### config.mk
export PLATFORM = sky130hd
export DESIGN_NAME = inst_queue_nw
export DESIGN_NICKNAME = d
export VERILOG_FILES = /design/src/rtl/inst_queue_nw_pkg.sv /design/src/rtl/inst_queue_nw_lead_ones.sv /design/src/rtl/inst_queue_nw.sv
export SDC_FILE = /design/constraint.sdc
export NUM_CORES = 2
export LEC_CHECK = 0
export CAP_MARGIN = 30
export CORE_MARGIN = 2
export CORE_UTILIZATION = 56
export DETAILED_ROUTE_END_ITERATION = 10
export DONT_BUFFER_PORTS = 1
export GPL_ROUTABILITY_DRIVEN = 0
export PLACE_DENSITY = 0.72
export SLEW_MARGIN = 40
export SYNTH_ARGS = -nofsm -noshare
export SYNTH_HDL_FRONTEND = slang
export SYNTH_SLANG_ARGS = --single-unit
### constraint.sdc
create_clock -name clk -period 9.6 [get_ports clk]
set_input_delay 0.96 -clock clk [delete_from_list [all_inputs] [get_ports clk]]
set_output_delay 0.96 -clock clk [all_outputs]
set_load 0.1 [all_outputs]
### src/rtl/inst_queue_nw_pkg.sv
// Shared constants for the fetch-to-decode instruction queue: default geometry and
// the field layout of one queued entry {ex, excode, pd_pc, inst, pc}.
package inst_queue_nw_pkg;

   localparam int INST_Q_DEPTH = 16;
   localparam int INST_Q_ENQ_W = 2;
   localparam int INST_Q_DEQ_W = 2;

   localparam int PC_LSB     = 0;
   localparam int INST_LSB   = 32;
   localparam int PD_PC_LSB  = 64;
   localparam int EXCODE_LSB = 96;
   localparam int EX_BIT     = 101;
   localparam int PC_W       = 32;

   localparam int FIFO_TO_DS_BUS_WD = 102;

endpackage

### src/rtl/inst_queue_nw_lead_ones.sv
// Counts consecutive ones from lane 0 of an enqueue-valid mask and flags any set
// lane that follows a clear one (a non-thermometer mask).
module inst_q_lead_ones #(
   parameter int W = 2
) (
   input  logic [W-1:0]           valid_i,
   output logic [$clog2(W+1)-1:0] n_o,
   output logic                   gap_o
);

   logic seen_zero;

   // NOTE: combinational blocks assign every output a default first so no latch is inferred.
   always_comb begin
      n_o       = '0;
      gap_o     = 1'b0;
      seen_zero = 1'b0;
      for (int k = 0; k < W; k++) begin
         if (!valid_i[k])
            seen_zero = 1'b1;
         else if (seen_zero)
            gap_o = 1'b1;
         else
            n_o = n_o + 1'b1;
      end
   end

endmodule

### src/rtl/inst_queue_nw.sv
// Multi-lane instruction queue between I-cache return and decode: all-or-nothing
// group admission, up to DEQ_W issues per cycle, full drain on flush.
module inst_queue_nw
   import inst_queue_nw_pkg::*;
#(
   parameter int DEPTH  = INST_Q_DEPTH,
   parameter int ENQ_W  = INST_Q_ENQ_W,
   parameter int DEQ_W  = INST_Q_DEQ_W,
   parameter int DATA_W = FIFO_TO_DS_BUS_WD
) (
   input  logic                         clk,
   input  logic                         reset,
   input  logic                         flush,
   input  logic [ENQ_W-1:0]             in_valid,
   input  logic [ENQ_W*DATA_W-1:0]      in_data,
   output logic                         in_ready,
   input  logic [$clog2(DEQ_W+1)-1:0]   deq_cnt,
   output logic [DEQ_W-1:0]             out_valid,
   output logic [DEQ_W*DATA_W-1:0]      out_data,
   output logic [31:0]                  head_pc,
   output logic [$clog2(DEPTH+1)-1:0]   count,
   output logic [$clog2(DEPTH+1)-1:0]   free_cnt,
   output logic                         err_underflow,
   output logic                         err_gap
);

   localparam int PW = $clog2(DEPTH);
   localparam int CW = $clog2(DEPTH + 1);
   localparam int NW = $clog2(ENQ_W + 1);

   logic [DATA_W-1:0] mem_q [DEPTH];
   logic [PW-1:0]     head_q, head_d, tail_q, tail_d;
   logic [CW-1:0]     count_q, count_d, n_deq, n_enq_eff;
   logic [NW-1:0]     n_enq;
   logic              gap, do_enq, over_issue;
   logic              err_underflow_q, err_gap_q;

   inst_q_lead_ones #(.W(ENQ_W)) u_lead_ones (
      .valid_i (in_valid),
      .n_o     (n_enq),
      .gap_o   (gap)
   );

   // Admission looks only at registered occupancy, never at this cycle's issue.
   assign free_cnt   = CW'(DEPTH) - count_q;
   assign in_ready   = free_cnt >= CW'(ENQ_W);
   assign do_enq     = in_ready && !flush;
   assign over_issue = CW'(deq_cnt) > count_q;

   always_comb begin
      n_deq     = over_issue ? count_q : CW'(deq_cnt);
      n_enq_eff = do_enq ? CW'(n_enq) : '0;
      head_d    = head_q + PW'(n_deq);
      tail_d    = tail_q + PW'(n_enq_eff);
      count_d   = count_q + n_enq_eff - n_deq;
   end

   // NOTE: sequential state uses non-blocking assignments only.
   always_ff @(posedge clk) begin
      if (reset) begin
         head_q          <= '0;
         tail_q          <= '0;
         count_q         <= '0;
         err_underflow_q <= 1'b0;
         err_gap_q       <= 1'b0;
      end else begin
         if (flush) begin
            head_q  <= '0;
            tail_q  <= '0;
            count_q <= '0;
         end else begin
            head_q  <= head_d;
            tail_q  <= tail_d;
            count_q <= count_d;
         end
         if (over_issue) err_underflow_q <= 1'b1;
         if (gap)        err_gap_q       <= 1'b1;
      end
   end

   // NOTE: the store has no reset; an entry is only observed once count covers it.
   always_ff @(posedge clk) begin
      if (do_enq && !reset) begin
         for (int k = 0; k < ENQ_W; k++) begin
            if (NW'(k) < n_enq)
               mem_q[tail_q + PW'(k)] <= in_data[k*DATA_W +: DATA_W];
         end
      end
   end

   always_comb begin
      out_valid = '0;
      out_data  = '0;
      head_pc   = '0;
      for (int k = 0; k < DEQ_W; k++) begin
         if (!flush && count_q > CW'(k)) begin
            out_valid[k]                  = 1'b1;
            out_data[k*DATA_W +: DATA_W]  = mem_q[head_q + PW'(k)];
         end
      end
      if (!flush && count_q != '0)
         head_pc = mem_q[head_q][PC_LSB +: PC_W];
   end

   assign count         = count_q;
   assign err_underflow = err_underflow_q;
   assign err_gap       = err_gap_q;

endmodule

# Yosys cells after proc, flatten, opt, wreduce, memory -nomap -nowiden
# Memory sizes are Yosys's and may differ from the RTL's. A register that Yosys moved wholly into a read port is not among the register bits.
# Index checks and enable logic that the tools add are counted.
totals:
  reg_bits: 15
  ram_bits: 1632
  elab_cells: 48
  n_memories: 1
classes:
  n_addsub: 8
  order_cmp: 6
  muxes: 19
  n_reduce_logical: 9
memory_table:
  columns: ["name", "depth", "word_bits", "read_ports", "rd_clocked_by_memory_dff", "write_ports", "line", "source"]
  rows:
  - ["mem_q", 16, 102, 2, 1, 2, "inst_queue_nw.sv:31", "logic [DATA_W-1:0] mem_q [DEPTH];"]
op_table:
  columns: ["cell", "n"]
  rows:
  - ["102-bit two-way mux", 2]
  - ["32-bit two-way mux", 1]
  - ["1-bit two-way mux", 11]
  - ["5-bit by 1-bit greater-than comparator with 1-bit output (second input constant)", 2]
  - ["4-bit by 1-bit adder with 4-bit output (second input constant)", 2]
  - ["2-bit two-way mux", 3]
  - ["5-bit by 2-bit adder with 5-bit output", 1]
  - ["5-bit by 2-bit greater-or-equal comparator with 1-bit output (second input constant)", 1]
  - ["2-bit by 5-bit greater-than comparator with 1-bit output", 1]
  - ["1-bit logical AND", 5]
  - ["5-bit two-way mux", 1]
  - ["5-bit nonzero test", 1]
  - ["5-bit subtractor", 1]
  - ["5-bit subtractor (first input constant)", 1]
  - ["4-bit by 2-bit adder with 4-bit output", 1]
  - ["4-bit adder", 1]
  - ["1-bit by 2-bit < comparator with 1-bit output (first input constant)", 2]
  - ["4-bit two-way mux", 1]
  - ["1-bit by 1-bit adder with 2-bit output (second input constant)", 1]
  - ["1-bit zero test", 2]
  - ["2-bit OR reduction", 1]

# Depth between registers and ports, before layout
depth:
  word_depth: 8
  mapped_depth: 18
  mapped_depth_nobuf: 16

# Hierarchy
# From an unflattened synthesis, not the netlist that was laid out.
unflattened:
  cells_unflattened: 7268
  hier_area_um2: 99454.1
by_module_without_submodules:
  columns: ["module", "n_inst", "cells_per_inst", "area_per_inst_um2", "seq_area_each_um2"]
  rows:
  - ["inst_queue_nw", 1, 7265, 99431.6, 49307.3]
  - ["inst_q_lead_ones", 1, 3, 22.5, 0.0]

# Worst setup path after synthesis
# OpenSTA, ideal clock, no wires.
synth_timing:
  path_type: "register to register"
  from: "reg count_q[1] (netlist: count[1])"
  to: "mem mem_q[14][0] in the netlist's numbering, enable pin"
  setup_ns: 0.713
  t_arrival_ns: 10.596
  path_slack_ns: -1.708
  stages_incl_launch_ff: 9
  n_path_buf: 2
  synth_period_minus_slack_ns: 11.308
  path_cell_list: "dfxtp_1 -> inv_1 -> ha_1 -> nor3b_1 -> o211ai_2 -> buf_4 -> buf_6 -> nand2_1 -> o31ai_1"
synth_rtl:
  columns: ["element", "line", "source"]
  rows:
  - ["start: declaration", "inst_queue_nw.sv:33", "logic [CW-1:0] count_q, count_d, n_deq, n_enq_eff;"]
  - ["start signal: assignment", "inst_queue_nw.sv:74", "count_q <= count_d;"]
  - ["end: declaration", "inst_queue_nw.sv:31", null]

# Worst setup path after layout
layout_timing:
  from: "reg head_q[0]"
  to: "out out_data[188]"
layout_between:
  elab_chain_cells: 3
layout_lines:
  columns: ["element", "line", "source"]
  rows:
  - ["start: declaration", "inst_queue_nw.sv:32", "logic [PW-1:0] head_q, head_d, tail_q, tail_d;"]
  - ["start signal: assignment", "inst_queue_nw.sv:61", "head_q <= '0;"]
  - ["start signal: assignment", "inst_queue_nw.sv:68", "head_q <= '0;"]
  - ["start signal: assignment", "inst_queue_nw.sv:72", "head_q <= head_d;"]
  - ["4-bit by 1-bit adder with 4-bit output", "inst_queue_nw.sv:98", "out_data[k*DATA_W +: DATA_W] = mem_q[head_q + PW'(k)];"]
  - ["memory read 16 x 102 bit", null, null]
  - ["102-bit two-way mux", "inst_queue_nw.sv:96", "if (!flush && count_q > CW'(k)) begin"]
  - ["end: declaration", "inst_queue_nw.sv:19", "output logic [DEQ_W*DATA_W-1:0] out_data,"]
# No other way between the ends.

==> results.txt <==
----------------------------------------------------
[Run status]
  Run status ... complete, no violations

[Synthesis]
  Most common flop cell mapped by yosys ... sky130_fd_sc_hd__edfxtp_1
  Synthesis warning total ... 0
  Synthesized area per cell ... 13.6 um2
  Proportion of synthesized flip-flops having asynchronous set or reset ... 0%
  Sequential area share after synthesis ... 49.9%
  Synthesized Nets ... 7500
  Synthesized instance count ... 7268
  Number of flip-flops and latches in the synthesized netlist ... 1647
  Cell variety after synth ... 49
  Number of synthesized flops with an enable pin ... 1632
  Cell area after synthesis ... 98900 um2

[Clock network]
  CTS hold repair buffers ... 0
  Worst-skew pair later-pin latency ... 0.87 ns
  H-tree depth ... 4
  Total of cells resized after clock tree synthesis ... 0
  Number of setup buffers added after CTS ... 0
  Clock-pin slew on the worst setup and hold paths ... 0.07 ns
  CTS tree ... done
  Number of buffers on the longest clock path ... 3
  Number of buffers created by CTS ... 183
  CTS root buffer ... sky130_fd_sc_hd__clkbuf_16
  Clk sink count ... 1647

[Setup path]
  Cell type with the highest occurrence count on the critical path ... sky130_fd_sc_hd__buf_4
  Required arrival time at the worst endpoint ... 8.64 ns
  CP startpoint ... head_q[0]$_SDFF_PP0_
  Nature of the critical path startpoint ... flip-flop
  Delay of the slowest critical-path stage ... 0.68 ns
  Critical Path Sink Type ... output pin
  Slack of the worst reg-to-reg path ... 3.82 ns
  Crit-path cells ... buf_4 -> buf_4 -> nand3_1 -> xor2_1 -> nand2_4 -> buf_12 -> o32ai_4 -> buf_4
  Standard cell with the maximum stage delay on the critical path ... sky130_fd_sc_hd__buf_4
  CP max FO ... 49
  Critical R2R Launch ... count[0]$_SDFF_PP0_
  R2R cell count ... 12
  Type of the worst setup path ... flip-flop to output pin
  Endpoint of the worst register-to-register path ... mem_q[14][25]$_DFFE_PP_
  CP arrival ... 5.51 ns

[Floorplan]
  Die outline height ... 424 um
  Die width ... 424 um
  Number of cell rows ... 154
  Number of ports placed on the die boundary ... 462
  Total Die Area ... 180000 um2
  Effective utilization at floorplan ... 56.3%
  Placeable core region ... 176000 um2

[Pwr]
  Switching power share of the total ... 40.6%
  Clk network pwr share ... 27.0%
  Maximum ir drop on the vdd rail ... 0.000204 V
  Register share of total power ... 31.2%
  Total net switching power ... 10.6 mW
  Logic pwr share ... 41.8%
  Leakage power figure ... 34.7 nW
  Pint ... 15.5 mW
  Power per cell area ... 235 nW/um2

[Global routing]
  Pin count of the biggest net entering global routing ... 140
  GRT Util Overall ... 37.4%
  Antenna violations before repair ... 2
  GRT Residual Overflow ... 0
  Vias in the first global route ... 70.1k
  Global-route wire length before repair ... 493000 um

[Route]
  Final Routed Wirelength ... 344000 um
  Number of antenna-violating nets in the routed design ... 0
  Met3 layer wire length in the routed design ... 35900 um
  Total number of vias ... 68.6k
  Top Metal Used ... met5
  Drt pass-1 iters ... 6
  Average routed wire per standard cell ... 36.8 um
  Average via count per standard cell ... 7.33
  Remaining DRCs ... 0
  Sum of routed wire segments on met1 ... 121000 um
  Wire length on met2 ... 163000 um
  Iteration-0 DRC Markers ... 8531

[Hold path]
  Start point of the worst min-delay path ... reset
  Number of cells on the worst hold path ... 1
  Hold Path Sink ... err_underflow$_SDFFE_PP0P_
  Worst min-delay path category ... input port to flip-flop

[Timing]
  Achievable Freq ... 0.155 GHz
  RSZ-0062 raised after global routing ... false
  Clock Skew ... 0.0437 ns
  Worst slew margin relative to its limit ... 27.9%
  Final number of setup-violating endpoints ... 0
  Share of the cycle needed by the critical path after routing ... 67.4%
  Fin. max-slew vios ... 0
  Hold Violations, Final ... 0
  Slack of the critical path ... 3.13 ns
  Final critical path time including I/O delays and setup ... 6.47 ns
  Worst-margin pin slew ... 1.08 ns

[Place]
  Setup Slack @ Placement ... 3.57 ns
  Number of buffers added on ports ... 0
  Dpl hpwl ... 188000 um

[Final layout]
  Layout filler cell count ... 12.9k
  Area Growth Syn to Fin ... 12.3%
  Most common cell after layout, fill and taps aside ... sky130_fd_sc_hd__mux2_2
  Fraction of final layout cells sized beyond drive strength 1 ... 40.8%
  Commonest non-fill, non-tap cells in the layout ... sky130_fd_sc_hd__mux2_2, sky130_fd_sc_hd__edfxtp_1, sky130_fd_sc_hd__mux2i_1, sky130_fd_sc_hd__nand3_1, sky130_fd_sc_hd__a22oi_1
  Final Core Density ... 63.2%
  Number of nets at the end of the flow ... 7084

[Flow run]
  Number of maximum-capacitance constraint violations ... 0

----------------------------------------------------
-- state kept, by name, indices dropped and copies added, names as in the netlist --
signal,flops
err_gap,1
count,5
tail_q,4
head_q,4
err_underflow,1
mem_q,1632
-- Yosys cell counts, types with 10 or more instances --
master / instances / area (um2)
sky130_fd_sc_hd__mux2_2: 1969 / 22200
sky130_fd_sc_hd__edfxtp_1: 1632 / 49000
sky130_fd_sc_hd__mux2i_1: 1020 / 10200
sky130_fd_sc_hd__nand3_1: 515 / 2580
sky130_fd_sc_hd__clkbuf_1: 497 / 1870
sky130_fd_sc_hd__a22oi_1: 306 / 2300
sky130_fd_sc_hd__o22ai_1: 204 / 1280
sky130_fd_sc_hd__buf_2: 171 / 856
sky130_fd_sc_hd__nand2_1: 114 / 428
sky130_fd_sc_hd__nand4_1: 109 / 682
sky130_fd_sc_hd__o211ai_1: 103 / 773
sky130_fd_sc_hd__mux4_2: 102 / 2300
sky130_fd_sc_hd__o32ai_1: 102 / 893
sky130_fd_sc_hd__buf_1: 81 / 304
sky130_fd_sc_hd__mux2_1: 71 / 800
sky130_fd_sc_hd__buf_4: 61 / 458
sky130_fd_sc_hd__buf_6: 59 / 664
sky130_fd_sc_hd__ha_1: 17 / 213
sky130_fd_sc_hd__dfxtp_1: 15 / 300
sky130_fd_sc_hd__nor2_1: 15 / 56.3
sky130_fd_sc_hd__inv_1: 14 / 52.6
sky130_fd_sc_hd__and2_1: 11 / 68.8
sky130_fd_sc_hd__o21ai_0: 10 / 50.1
-- final cells by class --
type	count	area, um2	share of cell area (%)
Antenna cell	1	2.50	0.00225
Clock buffer	230	4780	4.30
Clock inverter	111	1110	1.00
Inverter	15	63.8	0.0575
Multi-Input combinational cell	4737	48100	43.3
Sequential cell	1647	49300	44.4
Tap cell	2340	2930	2.64
Timing Repair Buffer	268	4740	4.27
-- worst max path at each step --
stage | to | slack, ns | cells past startpoint
after floorplan | mem_q[8][0]$_DFFE_PP_ | -1.42 | 8
after global placement | out_data[38] | 3.25 | 9
after detailed placement | mem_q[6][1]$_DFFE_PP_ | 3.57 | 9
after CTS | out_data[41] | 3.11 | 8
after global routing | out_data[41] | 3.07 | 8
final | out_data[188] | 3.13 | 8
-- critical path, delay by kind of cell, from the launching register on --
family,cells,cell delay [ns]
buf+inv,4,2.23
flops,1,0.64
xor+xnor,1,0.31
simple gates,2,0.68
compound gates,1,0.61
-- power by group through the flow --
stage	registers (mW)	logic, mW	clock network, mW
3_3_place_gp	8.27	9.55	0
4_1_cts	8.13	10.7	7.06
5_1_grt	8.14	11.1	7.33
6_report	8.13	10.9	7.04
3_5_place_dp	8.28	10.7	0
2_1_floorplan	8.27	7.32	0
-- metal layers --
layer	up-vias	track usage [%]
met1	34924	46.0
met2	4510	60.7
met5	-	0
met3	1165	7.59
met4	2	23.3
li1	27964	-
-- cells by family (layout without fill, tap and decap cells) --
family,count (synthesis),in the layout,share of synthesized area [%]
adders and majority gates,21,21,0.296
muxes,3162,3162,35.9
buffers and inverters,884,624,4.25
other,1,2,0.00379
AOI/OAI and AO/OA,747,747,5.51
xor gates and xnor gates,12,12,0.106
and+or+nand+nor,794,794,4.09
DFF,1647,1647,49.9
-- stage by stage --
stage,power (mW),instance area [um2],TNS [ns],cells,hold slack (ns)
finish,26.1,111000,0,9349,0.141
global route,26.6,111000,0,9348,0.137
CTS,25.9,111000,0,9341,0.0992
detailed placement,19.0,105000,0,9000,0.596
global placement,17.8,101000,0,8882,0.600
floorplan,15.6,98900,-1004.69,7268,0.533
(Power assumes the default switching activity.)
